===== src/rtl/macro_pc_pkg.sv =====
// Shared types for the macro PC tracker: FSM states, interrupt cause code and
// the per-stage shadow record.
package macro_pc_pkg;

  localparam int PC_W_DEF  = 32;
  localparam int EXC_W_DEF = 5;

  localparam logic [EXC_W_DEF-1:0] EXC_INT = '0;

  typedef enum logic [1:0] {
    ST_IDLE    = 2'd0,
    ST_PENDING = 2'd1,
    ST_HELD    = 2'd2
  } fsm_state_e;

  typedef struct packed {
    logic                 valid;
    logic [PC_W_DEF-1:0]  pc;
    logic                 bd;
    logic                 exc;
    logic [EXC_W_DEF-1:0] code;
  } stage_t;

  // Late exceptions only mark valid stages, and never overwrite an earlier code.
  function automatic stage_t merge_late_exc(input stage_t s, input logic late,
                                            input logic [EXC_W_DEF-1:0] late_code);
    stage_t r;
    r = s;
    if (s.valid && late && !s.exc) begin
      r.exc  = 1'b1;
      r.code = late_code;
    end
    return r;
  endfunction

endpackage


===== src/rtl/macro_pc_tracker_stage.sv =====
// One shadow stage register. Flush and bubble both load an empty record;
// hold keeps the current record with any late exception folded in.
module pc_stage_reg
  import macro_pc_pkg::*;
(
  input  logic                 clk,
  input  logic                 reset,
  input  logic                 hold_i,
  input  logic                 bubble_i,
  input  logic                 flush_i,
  input  logic                 late_exc_i,
  input  logic [EXC_W_DEF-1:0] late_code_i,
  input  stage_t               d_i,
  output stage_t               stage_o
);

  stage_t stage_q, stage_d;

  assign stage_o = merge_late_exc(stage_q, late_exc_i, late_code_i);

  always_comb begin
    stage_d = d_i;
    if (flush_i || bubble_i) begin
      stage_d = '0;
    end else if (hold_i) begin
      stage_d = stage_o;
    end
  end

  always_ff @(posedge clk) begin
    if (reset) begin
      stage_q <= '0;
    end else begin
      stage_q <= stage_d;
    end
  end

endmodule


===== src/rtl/macro_pc_tracker.sv =====
// Shadow PC/BD/exception pipeline with oldest-valid macro PC reporting and an
// exception-entry FSM that captures EPC, cause and BD for CP0.
//
// state      | meaning
// ST_IDLE    | normal flow, watching for interrupts and oldest-stage faults
// ST_PENDING | interrupt requested while the pipeline is empty
// ST_HELD    | exception taken, handler active (exl=1) until eret
module macro_pc_tracker
  import macro_pc_pkg::*;
#(
  parameter int STAGES      = 4,
  parameter int HOLD_STAGES = 2,
  parameter int PC_W        = PC_W_DEF,
  parameter int EXC_W       = EXC_W_DEF
) (
  input  logic                  clk,
  input  logic                  reset,
  input  logic                  in_valid,
  input  logic [PC_W-1:0]       in_pc,
  input  logic                  in_bd,
  input  logic                  in_exc,
  input  logic [EXC_W-1:0]      in_exc_code,
  input  logic [STAGES-1:0]     stage_exc,
  input  logic [STAGES*EXC_W-1:0] stage_exc_code,
  input  logic                  stall,
  input  logic                  int_req,
  input  logic                  eret,
  output logic [PC_W-1:0]       macro_pc,
  output logic                  macro_bd,
  output logic                  exc_take,
  output logic [PC_W-1:0]       epc,
  output logic [EXC_W-1:0]      cause,
  output logic                  bd,
  output logic                  exl
);

  stage_t     fetch;
  stage_t     eff [STAGES];
  fsm_state_e state_q, state_d;
  logic       exc_take_q;
  logic [PC_W-1:0]  epc_q;
  logic [EXC_W-1:0] cause_q;
  logic       bd_q;
  logic       any_valid;
  logic       oldest_fault;
  logic       take;
  logic       take_int;

  assign fetch = {in_valid, in_pc, in_bd, in_exc, in_exc_code};

  for (genvar i = 0; i < STAGES; i++) begin : g_stage
    stage_t d;
    if (i == 0) begin : g_head
      assign d = fetch;
    end else begin : g_body
      assign d = eff[i-1];
    end

    pc_stage_reg u_stage (
      .clk         (clk),
      .reset       (reset),
      .hold_i      (stall && (i < HOLD_STAGES)),
      .bubble_i    (stall && (i == HOLD_STAGES)),
      .flush_i     (exc_take_q),
      .late_exc_i  (stage_exc[i]),
      .late_code_i (stage_exc_code[i*EXC_W +: EXC_W]),
      .d_i         (d),
      .stage_o     (eff[i])
    );
  end

  // Ascending scan so the highest valid index is the one left standing.
  always_comb begin
    macro_pc  = '0;
    macro_bd  = 1'b0;
    any_valid = 1'b0;
    for (int i = 0; i < STAGES; i++) begin
      if (eff[i].valid) begin
        macro_pc  = eff[i].pc;
        macro_bd  = eff[i].bd;
        any_valid = 1'b1;
      end
    end
  end

  assign oldest_fault = eff[STAGES-1].valid && eff[STAGES-1].exc;

  always_comb begin
    state_d  = state_q;
    take     = 1'b0;
    take_int = 1'b0;
    case (state_q)
      ST_IDLE: begin
        if (int_req && any_valid) begin
          take     = 1'b1;
          take_int = 1'b1;
        end else if (int_req) begin
          state_d = ST_PENDING;
        end else if (oldest_fault) begin
          take = 1'b1;
        end
      end
      ST_PENDING: begin
        if (!int_req) begin
          state_d = ST_IDLE;
        end else if (any_valid) begin
          take     = 1'b1;
          take_int = 1'b1;
        end
      end
      ST_HELD: begin
        if (eret) state_d = ST_IDLE;
      end
      default: state_d = ST_IDLE;
    endcase
    if (take) state_d = ST_HELD;
  end

  always_ff @(posedge clk) begin
    if (reset) begin
      state_q    <= ST_IDLE;
      exc_take_q <= 1'b0;
      epc_q      <= '0;
      cause_q    <= '0;
      bd_q       <= 1'b0;
    end else begin
      state_q    <= state_d;
      exc_take_q <= take;
      if (take) begin
        epc_q   <= macro_bd ? macro_pc - PC_W'(4) : macro_pc;
        cause_q <= take_int ? EXC_INT : eff[STAGES-1].code;
        bd_q    <= macro_bd;
      end
    end
  end

  assign exc_take = exc_take_q;
  assign epc      = epc_q;
  assign cause    = cause_q;
  assign bd       = bd_q;
  assign exl      = (state_q == ST_HELD);

endmodule


===== config.mk =====
export PLATFORM = sky130hd
export DESIGN_NAME = macro_pc_tracker
export DESIGN_NICKNAME = d
export VERILOG_FILES = /design/src/rtl/macro_pc_pkg.sv /design/src/rtl/macro_pc_tracker_stage.sv /design/src/rtl/macro_pc_tracker.sv
export SDC_FILE = /design/constraint.sdc
export NUM_CORES = 1
export LEC_CHECK = 0
export ABC_AREA = 1
export CAP_MARGIN = 0
export CORE_MARGIN = 1.5
export CORE_UTILIZATION = 35
export DETAILED_ROUTE_END_ITERATION = 10
export HOLD_SLACK_MARGIN = 0.05
export PLACE_DENSITY = 0.57
export SLEW_MARGIN = 20
export SYNTH_ARGS = -nofsm -noshare
export SYNTH_HDL_FRONTEND = slang
export SYNTH_SLANG_ARGS = --single-unit

===== constraint.sdc =====
create_clock -name clk -period 3 [get_ports clk]
set_clock_uncertainty 0.2 [all_clocks]
set_input_delay 0.6 -clock clk [delete_from_list [all_inputs] [get_ports clk]]
set_output_delay 0.6 -clock clk [all_outputs]
set_load 0.02 [all_outputs]

Word level (Yosys, flattened, before mapping)
Cells that the tools add are included.
W data, S select, Z words.
{ "classes": {"n_addsub": 1, "n_eq_ne": 10, "n_mux": 34, "reduce_logical": 21} }
{ "ops": {"columns": ["cell", "n"], "rows": [
  ["$mux W32", 5],
  ["$mux W6", 6],
  ["$sub A32 B3 Y32 const B", 1],
  ["$mux W1", 14],
  ["$logic_and A1 B1 Y1", 10],
  ["$mux W2", 5],
  ["$ne A3 B3 Y1 const B", 3],
  ["$ne A2 B2 Y1 const B", 4],
  ["$reduce_and A4 Y1", 2],
  ["$pmux W2 S3", 1],
  ["$reduce_or A2 Y1", 3],
  ["$mux W5", 1],
  ["$logic_not A1 Y1", 4],
  ["$pmux W1 S2", 2],
  ["$ne A3 B2 Y1 const B", 1],
  ["$eq A2 B1 Y1 const B", 1],
  ["$eq A2 B2 Y1 const B", 1],
  ["$logic_not A2 Y1", 1],
  ["$logic_or A1 B1 Y1", 1]
]} }
{ "totals": {"regBits": 201, "in_bits": 69, "output_inout_bits": 73, "wordCells": 92} }

Depth between registers and ports, before layout
Gate-level depths: netlist (run 1).
{ "logic_depth": {"depth_word": 10, "depth_mapped": 18, "mapped_depth_nobuf": 17} }

Cells and area by module
A second synthesis (run 1) with hierarchy kept.
{ "unflattened": {"hier_cells": 1636, "hier_area_um2": 11389.7} }
{ "modules_own_cells": {"columns": ["mod", "n_inst", "cells_each", "area_per_inst_um2", "seq_area_each_um2"], "rows": [
  ["pc_stage_reg", 4, 240, 1885.6, 800.8],
  ["macro_pc_tracker", 1, 676, 3847.4, 820.8]
]} }

Worst setup path after synthesis (run 1)
OpenSTA, ideal clock, no wires.
{ "synth_timing": {"kind": "register -> register", "startpoint": "register g_stage[1].u_stage.stage_q, in the netlist g_stage[1].u_stage.stage_o[39]", "endpoint": "register epc_q[24], in the netlist epc[24]", "setup_time_ns": 0.113, "arrival_time_ns": 1.945, "required_time_ns": 2.687, "path_slack_ns": 0.742, "stages_incl_launch_ff": 17, "n_path_buf": 1, "synth_period_minus_slack_ns": 2.258, "path_cell_list": "dfxtp_1 -> buf_6 -> a21oi_1 -> o21ai_0 -> nand2_1 -> nand2_1 -> inv_1 -> ha_1 -> inv_1 -> nor2_1 -> nand2_1 -> nor2_4 -> nand2_2 -> nor2_4 -> nand3_1 -> nand3_1 -> nand2_1"} }
{ "synth_via": {"elab_cells_between_ends": 16, "classes_between": "add/sub (1); mux (14); reduce/logical (1)"} }
{ "synth_lines": {"columns": ["item", "line_no", "rtl"], "rows": [
  ["start: declaration", "macro_pc_tracker_stage.sv:17", "stage_t stage_q, stage_d;"],
  ["start signal: assignment", "macro_pc_tracker_stage.sv:34", "stage_q <= stage_d;"],
  ["$mux W32 (3 in a row)", "macro_pc_tracker.sv:78", "if (eff[i].valid) begin"],
  ["named net macro_pc[2]", "macro_pc_tracker.sv:28", "output logic [PC_W-1:0] macro_pc,"],
  ["$sub A32 B3 Y32", "macro_pc_tracker.sv:130", "epc_q <= macro_bd ? macro_pc - PC_W'(4) : macro_pc;"],
  ["$mux W32", "macro_pc_tracker.sv:130", null],
  ["end signal: assignment", "macro_pc_tracker.sv:130", null],
  ["end: declaration", "macro_pc_tracker.sv:41", "logic [PC_W-1:0] epc_q;"]
]} }
The timed path passes the listed nets, and every way through them passes these cells.
A chain may end at the register's enable or synchronous reset.

Worst setup path after layout (run 1)
{ "layout_timing": {"startpoint": "register g_stage[2].u_stage.stage_q, in the netlist g_stage[2].u_stage.stage_o[39]", "endpoint": "output macro_pc[12]"} }
{ "layout_via": {"elab_chain_cells": 2} }
{ "layout_rtl": {"columns": ["item", "line_no"], "rows": [
  ["start: declaration", "macro_pc_tracker_stage.sv:17"],
  ["start signal: assignment", "macro_pc_tracker_stage.sv:34"],
  ["$mux W32 (2 in a row)", "macro_pc_tracker.sv:78"],
  ["end: declaration", "macro_pc_tracker.sv:28"]
]} }
No other way between the ends.

==> results of run 1 <==
-- flip-flops by register name, indices dropped and copies added, names as in the netlist --
signal,cells
bd,1
epc,32
g_stage.u_stage.stage_q,24
exc_take,1
state_q,2
g_stage.u_stage.stage_o,136
cause,5
-- routing by layer --
layer | routed length [microns] | GRT usage, % | vias up
li1 | - | - | 4021
met1 | 11600 | 26.1 | 3376
met2 | 10400 | 29.9 | 166
met3 | 1280 | 3.00 | 33
met4 | 412 | 4.37 | 0
met5 | 0 | 0 | -
-- cells by family after synthesis --
family	after synthesis	share of synthesized area [%]
simple gates	511	25.5
buf+inv	258	12.6
flops	201	46.9
xor+xnor	1	0.102
compound gates	193	12.9
fa+ha+maj	1	0.146
mux	15	1.75
-- stage by stage --
| step | instance area, sq um | utilization [%] | cells | total power, uW |
|---|---|---|---|---|
| finish | 11200 | 46.4 | 1666 | 6380 |
| global route | 11200 | 46.4 | 1666 | 6640 |
| CTS | 11200 | 46.3 | 1663 | 6450 |
| floorplan | 8580 | - | 1180 | 3210 |
| global placement | 10400 | 42.9 | 1620 | 3470 |
| detailed placement | 10400 | 42.9 | 1620 | 3480 |
-- path summary, 6_finish.rpt --
path | slack, ns | startpoint | to | cells after the start
setup / recovery | 0.15 | g_stage[2].u_stage.stage_o[39] | macro_pc[12] | 7
hold / removal | 0.22 | g_stage[2].u_stage.stage_o[7] | g_stage[3].u_stage.stage_o[7] | 2
setup reg to reg | 0.42 | g_stage[1].u_stage.stage_o[39] | epc[24] | 18
hold reg to reg | 0.22 | g_stage[2].u_stage.stage_o[7] | g_stage[3].u_stage.stage_o[7] | 2
-- layout make-up --
type	count	share of cell area, %
antenna	1	0.0223
clock buffer	32	5.88
clock inverter	9	1.33
inverter	204	6.87
multi-input combinational	721	31.1
sequential	201	35.9
tap	324	3.61
timing repair buffer	174	15.3
-- power by group --
group / total [uW] / leakage, uW / switching (uW) / internal (uW)
combinational: 642 / 0.00310 / 393 / 248
clock: 2970 / 0.000401 / 1090 / 1870
sequential: 2770 / 0.00163 / 31.3 / 2740
total: 6380 / 0.00513 / 1520 / 4860
-- critical path, stage by stage, from the launching register on --
cell and delay [ns]:
sky130_fd_sc_hd__dfxtp_4 0.49, sky130_fd_sc_hd__buf_12 0.22, sky130_fd_sc_hd__nand3_1 0.09, sky130_fd_sc_hd__nand2_1 0.08, sky130_fd_sc_hd__inv_1 0.04, sky130_fd_sc_hd__nand2_1 0.18, sky130_fd_sc_hd__inv_1 0.11, sky130_fd_sc_hd__dlygate4sd2_1 0.33
-- Yosys cell counts, types with 2 or more instances --
library cell,number
sky130_fd_sc_hd__o21bai_1,2
sky130_fd_sc_hd__nor3_1,4
sky130_fd_sc_hd__nor2_1,135
sky130_fd_sc_hd__a221oi_1,2
sky130_fd_sc_hd__nand3b_1,2
sky130_fd_sc_hd__nand4_1,7
sky130_fd_sc_hd__o21ai_1,12
sky130_fd_sc_hd__clkbuf_1,18
sky130_fd_sc_hd__buf_6,9
sky130_fd_sc_hd__nor2_2,14
sky130_fd_sc_hd__inv_2,6
sky130_fd_sc_hd__a21oi_1,59
sky130_fd_sc_hd__a22o_1,3
sky130_fd_sc_hd__buf_2,21
sky130_fd_sc_hd__nand3_1,69
sky130_fd_sc_hd__nand3_2,3
sky130_fd_sc_hd__inv_1,196
sky130_fd_sc_hd__mux2i_1,15
sky130_fd_sc_hd__clkinv_1,2
sky130_fd_sc_hd__o22ai_1,80
sky130_fd_sc_hd__nor2_4,7
sky130_fd_sc_hd__nor3_2,2
sky130_fd_sc_hd__buf_4,6
sky130_fd_sc_hd__or2_2,4
sky130_fd_sc_hd__o21ai_0,28
sky130_fd_sc_hd__nand2_2,9
sky130_fd_sc_hd__a21boi_1,2
sky130_fd_sc_hd__nand2_1,253
sky130_fd_sc_hd__dfxtp_1,201
-- what timing repair did --
item                       4_1_cts  5_1_grt
gates resized for setup         38        9
setup buffers                    2        2
setup endpoints to repair       33       12
pin swaps                        1        1
==> impl.org, run 1 <==
** Layout
- Post-layout net count :: 1395
- Leading cell type in the layout, fill and taps excluded :: sky130_fd_sc_hd__nand2_1
- The multi-input combinational cells in the finished layout cover a total of 0.00348 sq mm.
- Total of fill cells in the finished design :: 2439
- Commonest cells after routing, fill and taps aside :: sky130_fd_sc_hd__nand2_1, sky130_fd_sc_hd__dfxtp_1, sky130_fd_sc_hd__inv_1
- In the final layout, flip-flops and latches occupy 0.00403 sq mm.
- In the final layout, the share of cells above drive strength 1 is 9.25%.
- Area added between synthesis and finish :: 30.7%

** Critical path
- Data on the critical path arrives at its endpoint at 2.05 ns.
- Critical setup path kind :: reg2out
- Required time at the endpoint of the critical path :: 2.20 ns
- STA classifies the critical path endpoint as a primary output.
- In this run the worst path has a maximum fanout of 29.
- The worst setup path is launched from a register.

** Drt
- Residual DRC :: 0
- Wires add up to 23.6 mm.
- DR iter-0 viols :: 481
- Final ANT Viol Nets :: 0
- Across all layers, the routed design uses 7596 vias.
- Vias per cell :: 4.56
- Detailed-router iteration count before antenna repair :: 6
- After detailed routing, the average wire length per cell comes to 14.2 microns.

** Synthesis
- Cell types occupying the most area after synthesis :: sky130_fd_sc_hd__dfxtp_1, sky130_fd_sc_hd__nand2_1, sky130_fd_sc_hd__inv_1, sky130_fd_sc_hd__nor2_1, sky130_fd_sc_hd__o22ai_1
- Summing the sequential cell areas from Yosys gives 46.9% of the chip area.
- Top FF cell, synth :: sky130_fd_sc_hd__dfxtp_1
- The number of nets handed over by synthesis was 1250.
- In this run, distinct cell masters in the synthesized netlist total 38.
- After synthesis the netlist holds a flip-flop and latch count of 201.
- Yosys mapped a number of flops with a built-in enable equal to 0.
- Synth Area per Inst :: 7.27 sq um
- Yosys warning count :: 0
- The synthesized netlist occupies a cell area of 0.00858 sq mm.
- sky130_fd_sc_hd__dfxtp_1 takes more of the synthesized area than any other cell.
- Synthesis handed over a netlist of 1180 instances.
- After synthesis, the share of flip-flops with an asynchronous set or reset is 0%.
- Synth top area share :: 46.9%

** Clocking
- Hold-fix buffers, CTS :: 0
- Clock transition at the registers of the reported paths :: 0.06 ns
- Number of levels the H-tree was split into :: 1
- Max Root-Sink Buffers :: 3
- TritonCTS built the clock tree.
- Clock root buffer :: sky130_fd_sc_hd__clkbuf_16
- Source-to-sink clock delay at the later pin of the worst-skew pair :: 0.51 ns
- Total clock buffers created by CTS :: 23
- Counting every sink on the clock net gives 201.

** Floorplan
- After floorplanning, the core was divided into 57 placement rows.
- Total I/O pin count :: 142
- Floorplan die area :: 0.0255 sq mm
- Initial Utilization :: 35.5%
- The floorplan step defined a core boundary enclosing 0.0242 sq mm.
- From left edge to right edge, the die measures 160 microns.
- From bottom edge to top edge, the die measures 160 microns.

** Power and ir drop
- Leakage :: 0.00513 uW
- Maximum vdd drop :: 0.281 mV
- Total power density per cell area :: 569 mW/mm^2

** GRT
- Number of antenna violations at the first check in global routing :: 1
- Via count of the first global-routing pass :: 7165
- Global-route congestion overflow total :: 0
- Maximum number of pins on one net before global-route repair :: 121
- Wire length of the first global-routing pass :: 38.3 mm
- Across every metal layer, demand over resource in global routing totals 18.6%.

** Timing
- Setup tns final :: 0 ns
- Crit share post-route :: 95.0%
- Setup repair after global routing left no endpoint under its margin.
- The count of final max-slew check failures was 0.
- Final-report hold violation count :: 0
- Timing would allow up to 351 MHz.
- At the pin with the least slew margin, the transition time is 0.661 ns.
- Clock period minus final worst setup slack :: 2.85 ns
- Across all hold checks on the routed design, the worst slack comes to 0.223 ns.
- Max-slew headroom :: 55.8%
- Final setup margin :: 0.150 ns
- Setup violation total in the final timing report :: 0

** Placed design
- In this run the tool buffered the top-level ports with 141 buffer cells.
- OpenSTA, run right after detailed placement, puts the worst setup slack at 0.162 ns.
- Dpl hpwl :: 16.9 mm
- Routability-driven placement finished with a final weighted congestion of 0.883.

** Job
- Max-cap violation count :: 0

** Hold path
- The tightest min-delay check is of the reg2reg type.

** Status
- The flow ran to the end, and the final reports show no timing, DRC or antenna violations.
No activity file was read; power rests on OpenSTA's default activity.
==> run 2, diff against run 1 <==
- CTS_CLUSTER_DIAMETER: unset -> 120
==> results of run 2 <==
The final DEF is identical to that of run 1; final timing and power are the same.
==> run 3, diff against run 2 <==
- CELL_PAD_IN_SITES_DETAIL_PLACEMENT: unset -> 2
- CELL_PAD_IN_SITES_GLOBAL_PLACEMENT: unset -> 2
- CORE_UTILIZATION: 35 -> 30
- PLACE_DENSITY: 0.57 -> 0.81
==> impl.org, run 3 (synthesis gave the netlist of run 1 again) <==
** Clocking
- Max Root-Sink Buffers :: 3
- The number of hold buffers added after CTS was 0.
- Clock-pin slew was measured on the worst setup and hold paths at 0.06 ns.
- The tree is rooted in a sky130_fd_sc_hd__clkbuf_16.
- TritonCTS Sinks :: 201
- For the worst-skew pair, the clock arrives at the later sink with an insertion delay of 0.52 ns.
- In this run the number of H-tree levels came out at 1.
- Buffers inserted during clock tree synthesis total 23.
- Clock tree from TritonCTS :: done

** Floorplan
- After floorplanning, the core was divided into 61 placement rows.
- Measured along the y axis, the die boundary spans 172 microns.
- The die covers 0.0296 sq mm.
- Initial Utilization :: 30.7%
- In this run the horizontal extent of the chip is 172 microns.
- Core Footprint :: 0.0279 sq mm
- Total I/O pin count :: 142

** Power and ir drop
- Maximum vdd drop :: 0.249 mV
- The design draws 6280 uW.
- Leakage :: 0.00498 uW
- Dividing total power by cell area gives a power density of 562 mW/mm^2.

** Timing
- Setup violation total in the final timing report :: 0
- The count of endpoints failing hold in the final timing report was 0.
- Max Fclk :: 341 MHz
- Unrepaired setup endpoints after global routing :: false
- The count of final max-slew check failures is 0.
- Slew of the pin with the lowest slew margin :: 0.535 ns
- Clock period minus final worst setup slack :: 2.93 ns
- The worst pin sits at a relative slew slack of 64.0%.
- Crit share post-route :: 97.7%
- Worst hold slack after final layout :: 0.222 ns
- The worst path meets setup with 0.0696 ns of slack.
- Setup tns final :: 0 ns

** Critical path
- The worst register-to-register path has a setup slack of 0.32 ns.
- STA puts the critical path data required time at 2.20 ns.
- Along the worst path, the maximum fanout reaches 4.
- In this run the critical register-to-register path is launched from g_stage[0].u_stage.stage_o[39].
- Setup crit start :: g_stage[0].u_stage.stage_o[39]
- STA classifies the critical path endpoint as a primary output.
- For the worst flop-to-flop path, the logic depth is 16.
- Worst reg2reg endpoint :: epc[19]
- Startpoint kind of the worst setup timing path :: register
- Worst setup path end :: macro_pc[8]
- Arrival @ worst endpoint :: 2.13 ns
- Critical setup path kind :: reg2out

** Drt
- The final layout contains routed wiring with a total length of 31.7 mm.
- Vias per cell :: 4.80
- Detailed-router iteration count before antenna repair :: 4
- Dividing the detail-routed wire length by the instance count gives 18.5 microns.
- Final ANT Viol Nets :: 0
- Residual DRC :: 0
- After the first detailed-routing iteration, the DRC count stood at 365.
- For this block, the via count after detailed routing is 8234.

** GRT
- Entering global routing, the biggest net connects 104 pins.
- Summed over all layers, the global routing overflow is 0.
- The number of global-route vias before repair came to 9023.
- The number of antenna violations at the first check in global routing came to 0.
- Wire length of the first global-routing pass :: 49.9 mm
- For this run, the total global-route usage over all layers was measured as 21.8%.

** Placed design
- Input and output buffers added on the ports amount to 141.
- RePlAce Congestion :: 0.883
- Dpl hpwl :: 22.8 mm
- Worst setup timing slack at the placement stage :: 0.219 ns

** Layout
- Area added between synthesis and finish :: 30.3%
- Leading cell type in the layout, fill and taps excluded :: sky130_fd_sc_hd__nand2_1
- In the final design database the tool counted 1392 nets.
- Antenna cells :: 0
- Leaving out fill and tap cells, the most frequent cells in the layout are sky130_fd_sc_hd__nand2_1, sky130_fd_sc_hd__dfxtp_1, sky130_fd_sc_hd__inv_1.
- Fraction of layout cells with a size suffix above 1 :: 9.66%
- At the end of the flow the core is filled with cells to 40.0%.
- The register with the most flip-flops in the layout has 136 of them.

** Status
- The run finished with clean final reports.

** Hold path
- The min-delay analysis places its worst path in the category reg2reg.

** Job
- Across the run, the number of max-cap violations was 0.
==> run 3: cell types whose count changed in the layout (fill, tap and decap cells not counted), sizes merged <==
cell           change
dlygate4sd2        -5
clkinv             -2
buf                -3
dlymetal6s2s       -5
diode              -1
clkbuf            +11
clkdlybuf4s15      +2
bufinv             -3
==> run 3: worst min-delay path by stage <==
stage / from / endpoint / cells after the start
3_5_place_dp: g_stage[2].u_stage.stage_o[7] / g_stage[3].u_stage.stage_o[7] / 2
4_1_cts: g_stage[2].u_stage.stage_o[7] / g_stage[3].u_stage.stage_o[7] / 2
2_1_floorplan: g_stage[2].u_stage.stage_o[7] / g_stage[3].u_stage.stage_o[7] / 2
6_report: g_stage[2].u_stage.stage_o[7] / g_stage[3].u_stage.stage_o[7] / 2
5_1_grt: g_stage[2].u_stage.stage_o[7] / g_stage[3].u_stage.stage_o[7] / 2
3_3_place_gp: g_stage[2].u_stage.stage_o[25] / g_stage[3].u_stage.stage_o[25] / 2
==> run 3: routing by layer <==
metal  up-vias  global-route usage (%)  wire length (microns)
met5         -                       0                      0
met4         0                    4.54                    478
met3        37                    2.45                   1350
met2       160                    38.4                  15700
met1      4027                    28.7                  14200
li1       4010                       -                      -
==> run 3: what timing repair did <==
item,CTS,global route
endpoints found under the setup margin,33,19
resized for setup,40,25
pin swaps,1,1
setup buffers,3,2
==> run 3: report_power, final <==
| group | internal (uW) | switching [uW] | total (uW) |
|---|---|---|---|
| clock | 1680 | 1140 | 2820 |
| sequential | 2740 | 39.2 | 2780 |
| combinational | 252 | 430 | 682 |
| total | 4680 | 1610 | 6280 |
==> run 3: layout make-up <==
| class | instances | area [sq um] |
|---|---|---|
| Clock inverter | 4 | 48.8 |
| Tap cell | 378 | 473 |
| Sequential cell | 201 | 4030 |
| Clock buffer | 35 | 701 |
| Multi-Input combinational cell | 721 | 3490 |
| Fill cell | 3251 | 16700 |
| Timing Repair Buffer | 171 | 1680 |
| Inverter | 204 | 768 |
==> run 3: critical path: stages (launching register included) <==
cell                            delay (ns)
sky130_fd_sc_hd__dfxtp_1              0.40
sky130_fd_sc_hd__inv_2                0.09
sky130_fd_sc_hd__nor2_4               0.15
sky130_fd_sc_hd__buf_12               0.12
sky130_fd_sc_hd__buf_4                0.13
sky130_fd_sc_hd__nand2_1              0.07
sky130_fd_sc_hd__a21oi_1              0.26
sky130_fd_sc_hd__dlygate4sd2_1        0.38
==> run 3: stage by stage <==
stage | instance area, sq um | cells
after CTS | 11200 | 1712
after detailed placement | 10400 | 1670
after floorplan | 8580 | 1180
after global placement | 10400 | 1670
after global routing | 11200 | 1714
final | 11200 | 1714
